===== config.mk =====
export PLATFORM = sky130hd
export DESIGN_NAME = if_stage
export DESIGN_NICKNAME = d
export VERILOG_FILES = /design/src/rtl/rv32i_types.sv /design/src/rtl/if_hold_buf.sv /design/src/rtl/if_stage.sv
export SDC_FILE = /design/constraint.sdc
export NUM_CORES = 1
export LEC_CHECK = 0
export CELL_PAD_IN_SITES_DETAIL_PLACEMENT = 0
export CELL_PAD_IN_SITES_GLOBAL_PLACEMENT = 1
export CORE_ASPECT_RATIO = 0.75
export CORE_UTILIZATION = 39
export CTS_BUF_LIST = sky130_fd_sc_hd__clkbuf_16
export DETAILED_ROUTE_END_ITERATION = 16
export PLACE_DENSITY_LB_ADDON = 0.15
export SLEW_MARGIN = 5
export SYNTH_ARGS = -nofsm -noshare
export SYNTH_HDL_FRONTEND = slang
export SYNTH_HIERARCHICAL = 1
export SYNTH_SLANG_ARGS = --single-unit

===== constraint.sdc =====
create_clock -name clk -period 3.4 [get_ports clk]
set_input_delay 0.34 -clock clk [delete_from_list [all_inputs] [get_ports clk]]
set_output_delay 0.34 -clock clk [all_outputs]
set_load 0.1 [all_outputs]

===== src/rtl/rv32i_types.sv =====
// rtl/rv32i_types.sv - shared RV32I types for the fetch stage
//
// Provides the PC/instruction word types, the fetch FSM state enum and the
// sequential PC step used by if_stage and if_hold_buf.
package rv32i_types;

  typedef logic [31:0] rv32i_word;
  typedef logic [31:0] rv32i_pc_word;

  typedef enum logic [1:0] {
    FETCH   = 2'd0,
    HOLD    = 2'd1,
    DISCARD = 2'd2
  } if_state_t;

  localparam rv32i_pc_word PC_STEP = 32'd4;

endpackage


===== src/rtl/if_hold_buf.sv =====
// rtl/if_hold_buf.sv - instruction/PC holding register for a stalled fetch
//
// Ports:
//   clk, rst        clock, synchronous active-high reset (clears buffer)
//   load            capture instr_in/pc_in
//   clear           drop buffer contents (load wins if both asserted)
//   instr_in, pc_in data to capture
//   instr, pc       buffered contents
module if_hold_buf
  import rv32i_types::*;
(
  input  logic         clk,
  input  logic         rst,
  input  logic         load,
  input  logic         clear,
  input  rv32i_word    instr_in,
  input  rv32i_pc_word pc_in,
  output rv32i_word    instr,
  output rv32i_pc_word pc
);

  always_ff @(posedge clk) begin
    if (rst || (clear && !load)) begin
      instr <= '0;
      pc    <= '0;
    end else if (load) begin
      instr <= instr_in;
      pc    <= pc_in;
    end
  end

endmodule


===== src/rtl/if_stage.sv =====
// rtl/if_stage.sv - instruction fetch stage with stall hold and redirect discard
//
// Ports:
//   clk, rst                      clock, synchronous active-high reset
//   stall_id                      IF/ID register cannot load this cycle
//   redirect, redirect_pc         replace the fetch stream with redirect_pc
//   imem_read, imem_addr          instruction memory request (one outstanding)
//   imem_rdata, imem_resp         instruction memory response
//   load_if_id, pc_if, instr_if   presented instruction and its load strobe
//   fetch_count, discard_count    performance counters, only when
//                                 IF_STAGE_PERF_EN is defined
module if_stage
  import rv32i_types::*;
#(
  parameter rv32i_pc_word RESET_PC = 32'h4000_0000
) (
  input  logic         clk,
  input  logic         rst,
  input  logic         stall_id,
  input  logic         redirect,
  input  rv32i_pc_word redirect_pc,
  output logic         imem_read,
  output rv32i_pc_word imem_addr,
  input  rv32i_word    imem_rdata,
  input  logic         imem_resp,
  output logic         load_if_id,
  output rv32i_pc_word pc_if,
  output rv32i_word    instr_if
`ifdef IF_STAGE_PERF_EN
  ,
  output logic [31:0]  fetch_count,
  output logic [31:0]  discard_count
`endif
);

  if_state_t    state, state_nxt;
  rv32i_pc_word req_addr, req_nxt;
  rv32i_pc_word next_pc, npc_nxt;
  rv32i_word    hold_instr;
  rv32i_pc_word hold_pc;
  logic         hold_load, hold_clear;

  if_hold_buf u_hold_buf (
    .clk      (clk),
    .rst      (rst),
    .load     (hold_load),
    .clear    (hold_clear),
    .instr_in (imem_rdata),
    .pc_in    (req_addr),
    .instr    (hold_instr),
    .pc       (hold_pc)
  );

  always_ff @(posedge clk) begin
    if (rst) begin
      state    <= FETCH;
      req_addr <= RESET_PC;
      next_pc  <= '0;
    end else begin
      state    <= state_nxt;
      req_addr <= req_nxt;
      next_pc  <= npc_nxt;
    end
  end

  // Redirect always wins; an unanswered request at redirect time must still
  // be drained (DISCARD) so that only one request is ever outstanding.
  always_comb begin
    state_nxt = state;
    req_nxt   = req_addr;
    npc_nxt   = next_pc;
    case (state)
      FETCH: begin
        if (redirect) begin
          if (imem_resp) begin
            req_nxt = redirect_pc;
          end else begin
            state_nxt = DISCARD;
            npc_nxt   = redirect_pc;
          end
        end else if (imem_resp) begin
          if (stall_id) state_nxt = HOLD;
          else          req_nxt   = req_addr + PC_STEP;
        end
      end
      HOLD: begin
        if (redirect) begin
          state_nxt = FETCH;
          req_nxt   = redirect_pc;
        end else if (!stall_id) begin
          state_nxt = FETCH;
          req_nxt   = hold_pc + PC_STEP;
        end
      end
      DISCARD: begin
        if (imem_resp) begin
          state_nxt = FETCH;
          req_nxt   = redirect ? redirect_pc : next_pc;
        end else if (redirect) begin
          npc_nxt = redirect_pc;
        end
      end
      default: state_nxt = FETCH;
    endcase
  end

  always_comb begin
    imem_read  = !rst && (state != HOLD);
    imem_addr  = req_addr;
    load_if_id = 1'b0;
    hold_load  = 1'b0;
    hold_clear = 1'b0;
    pc_if      = req_addr;
    instr_if   = imem_rdata;
    if (state == HOLD) begin
      pc_if    = hold_pc;
      instr_if = hold_instr;
    end
    if (!rst) begin
      case (state)
        FETCH: begin
          if (imem_resp && !redirect) begin
            if (stall_id) hold_load  = 1'b1;
            else          load_if_id = 1'b1;
          end
        end
        HOLD: begin
          if (redirect)       hold_clear = 1'b1;
          else if (!stall_id) load_if_id = 1'b1;
        end
        default: ;
      endcase
    end
  end

`ifdef IF_STAGE_PERF_EN
  logic dropped;

  // A response is dropped in DISCARD or when it meets a redirect in FETCH;
  // a hold buffer is dropped when a redirect arrives in HOLD.
  assign dropped = !rst && ((imem_resp && (state == DISCARD || (state == FETCH && redirect)))
                            || (state == HOLD && redirect));

  always_ff @(posedge clk) begin
    if (rst) begin
      fetch_count   <= '0;
      discard_count <= '0;
    end else begin
      fetch_count   <= fetch_count + {31'd0, load_if_id};
      discard_count <= discard_count + {31'd0, dropped};
    end
  end
`endif

endmodule


==> flow_metrics.py <==
metrics = {
    "run_status": {
        "outcome": "completed",
    },
    "placed_design": {
        "hpwl_um": 20200,
        "post-place-ws_ns": 0.757,
        "routabilityCongestion": 0.925,
        "io_buffers": 166,
    },
    "drt": {
        "drc": 0,
        "wl_per_cell_um": 19.4,
        "drt_pass1_iterations": 6,
        "viasPerCell": 5.69,
        "totalWireLength_um": 28300,
        "drtIter0Drc": 746,
        "vias": 8281,
        "drtAntennaViolNets": 0,
    },
    "clock_network": {
        "clk_latency_ns": 0.43,
        "ctsResizeCount": 0,
        "path_clk_slew_ns": 0.07,
        "h-tree-depth": 4,
        "hold_buffers": 0,
        "clock_path_buffers": 2,
        "clkSinkCount": 130,
        "clockRootBuffer": "clkbuf_16",
        "cts_made_buffers": 17,
        "cts_tree": "built",
        "postCtsSetupBuffers": 0,
    },
    "sta": {
        "setup_ws_ns": 0.380,
        "hold_viol_final": 0,
        "tightest_slew_ns": 1.01,
        "finalSetupTns_ns": 0,
        "setup_violations": 0,
        "slew_headroom_pct": 32.4,
        "max_freq_mhz": 331,
        "period_share_pct": 88.8,
        "grt_setup_unrepaired": "no",
        "min_period_ns": 3.02,
        "final_max_slew_viol_count": 0,
        "finalClockSkew_ns": 0.0118,
    },
    "floorplanning": {
        "die_x_um": 172,
        "io_pins": 167,
        "dieArea_mm2": 0.0222,
        "core_area_mm2": 0.0211,
        "rows": 46,
        "die_h_um": 129,
        "start_util_pct": 39.8,
    },
    "setup_path": {
        "cp_common_cell": "buf_4",
        "cp_slowest_cell": "buf_4",
        "timing_worst_setup_path_type": "register to output port",
        "cp_top_family": "buffers and inverters",
        "cp.required_ns": 3.06,
        "cp_num_buf_inv": 2,
        "crit_fanout": 41,
        "crit_arrival_ns": 2.68,
        "crit_chain": "ha_4 -> buf_4 -> mux2_2 -> buf_4",
        "critical_path.endpoint_type": "output port",
        "slowest_delay_ns": 0.57,
        "start_kind": "register",
    },
    "finish": {
        "fin_nets": 1228,
        "multiInputGateArea_mm2": 0.00513,
        "register_area_mm2": 0.00260,
        "fillCellCount": 2063,
        "num_antenna_cells": 0,
        "drive_gt1_share_pct": 24.0,
        "area_growth_pct": 29.4,
    },
    "power": {
        "p_comb_share_pct": 42.6,
        "intPower_w": 0.00371,
        "cellPowerDensity_mw_per_mm2": 627,
        "p_seq_share_pct": 27.0,
        "switching_share_pct": 45.6,
        "peakVddDrop_uv": 393,
        "power_frac_clock_pct": 30.4,
        "switching_power_w": 0.00311,
        "leakage_nw": 3.72,
    },
    "synthesis": {
        "synthTopCellsByArea": "dfxtp_1 (31%), o32ai_2 (12%), mux2_2 (9.0%)",
        "synth_top_area_cell": "dfxtp_1",
        "yosysSeqAreaShare_pct": 30.9,
        "async_flop_share_pct": 0,
        "ys.flop_type": "dfxtp_1",
        "synth_cell_types": 69,
        "postSynthCellCount": 1014,
        "ys.warnings.count": 6,
        "ys_ff_latch": 130,
        "synth_area_mm2": 0.00841,
        "syn_nets": 1088,
        "yosys-top-cells-count": "nand2_1 (192), dfxtp_1 (130), inv_1 (80)",
        "synth_top_area_share_pct": 30.9,
        "synth-edff-count": 0,
        "yosysMostFrequentCell": "nand2_1",
        "syn_avg_cell_area_um2": 8.29,
    },
    "global_routing": {
        "grt_pass1_vias": 7528,
        "antenna_found_initial": 0,
        "gr-usage-all-layers_pct": 25.6,
        "overflow": 0,
        "grt_first_pass_wirelength_um": 43500,
        "grt_max_degree": 65,
    },
    "min_path": {
        "hp-class": "input pin to register",
    },
    "job": {
        "max-cap-violations": 0,
    },
}
[area by class of cell]
cell class | instances | share of cell area, %
clock buffer | 17 | 3.91
clock inverter | 15 | 2.12
inverter | 80 | 2.76
multi-input combinational | 720 | 47.2
sequential | 130 | 23.9
tap | 288 | 3.31
timing repair buffer | 205 | 16.8
[power groups by stage]
| stage | clock, W | sequential [W] | combinational (W) |
|---|---|---|---|
| final | 0.00207 | 0.00184 | 0.00290 |
| after global routing | 0.00217 | 0.00186 | 0.00304 |
| after CTS | 0.00210 | 0.00184 | 0.00290 |
| after detailed placement | 0 | 0.00187 | 0.00289 |
| after global placement | 0 | 0.00187 | 0.00289 |
| after floorplan | 0 | 0.00232 | 0.00168 |
[worst reg2reg max path, cell delays in order, from the launching register on]
cell       delay (ns)
dfxtp_1          0.45
nand3_1          0.30
or4_1            0.76
nor4_1           0.37
xor2_1           0.37
o2111ai_1        0.20
a31oi_1          0.15
[final timing paths]
| check | from | end | slack (ns) | cells past startpoint |
|---|---|---|---|---|
| min | rst | u_hold_buf/pc[8]$_SDFFE_PP0P_ | 0.36 | 4 |
| max | state[0]$_SDFFE_PP0P_ | instr_if[7] | 0.38 | 4 |
| max reg2reg | u_hold_buf/pc[2]$_SDFFE_PP0P_ | imem_addr[27]$_SDFFE_PP0P_ | 0.72 | 6 |
| min reg2reg | next_pc[7]$_SDFFE_PP0P_ | next_pc[7]$_SDFFE_PP0P_ | 0.46 | 2 |
[per-layer routing]
layer / GRT usage [%] / vias to the layer above / share of wire (%)
li1: - / 3965 / -
met1: 36.0 / 3976 / 46
met2: 39.4 / 316 / 45
met3: 5.74 / 24 / 7.7
met4: 6.72 / 0 / 1.2
met5: 0 / - / 0
[state kept, by name, summed over array words and instances (netlist names)]
register	count
u_hold_buf/instr	32
imem_addr	32
state	2
next_pc	32
u_hold_buf/pc	32
[layout by cell type, fill, tap and decap left out, types with 6 or more instances in the layout]
cell type and count:
nand2_1 192, dfxtp_1 130, buf_4 104, clkdlybuf4s50_1 97, inv_1 80, mux2_2 67, o32ai_2 60, a21oi_1 51
o21ai_0 38, nor2_1 33, nand3_1 31, a221oi_1 18, xnor2_1 17, nor3_1 17, clkbuf_16 17, and3_1 13
nand4_1 13, nor4_1 13, xor2_1 12, a31oi_1 12, o211ai_1 11, mux2i_1 9, a211oi_1 6, o21a_1 6
a22o_1 6
[logic make-up after synthesis]
logic type / synth area share, %
simple gates: 18.9
compound gates: 28.0
fa+ha+maj: 0.744
flops: 30.9
buf+inv: 8.42
xor+xnor: 3.02
mux: 10.0
[through the flow]
| stage | instances | hold WS (ns) | area, um^2 | utilization (%) | power (W) |
|---|---|---|---|---|---|
| after floorplan | 1014 | 0.434 | 8420 | - | 0.00400 |
| after global placement | 1423 | 0.442 | 10200 | 48.4 | 0.00476 |
| after detailed placement | 1423 | 0.447 | 10200 | 48.4 | 0.00477 |
| after CTS | 1455 | 0.357 | 10900 | 51.5 | 0.00685 |
| after global routing | 1455 | 0.388 | 10900 | 51.5 | 0.00707 |
| final | 1455 | 0.365 | 10900 | 51.5 | 0.00682 |
(Power assumes the default switching activity.)
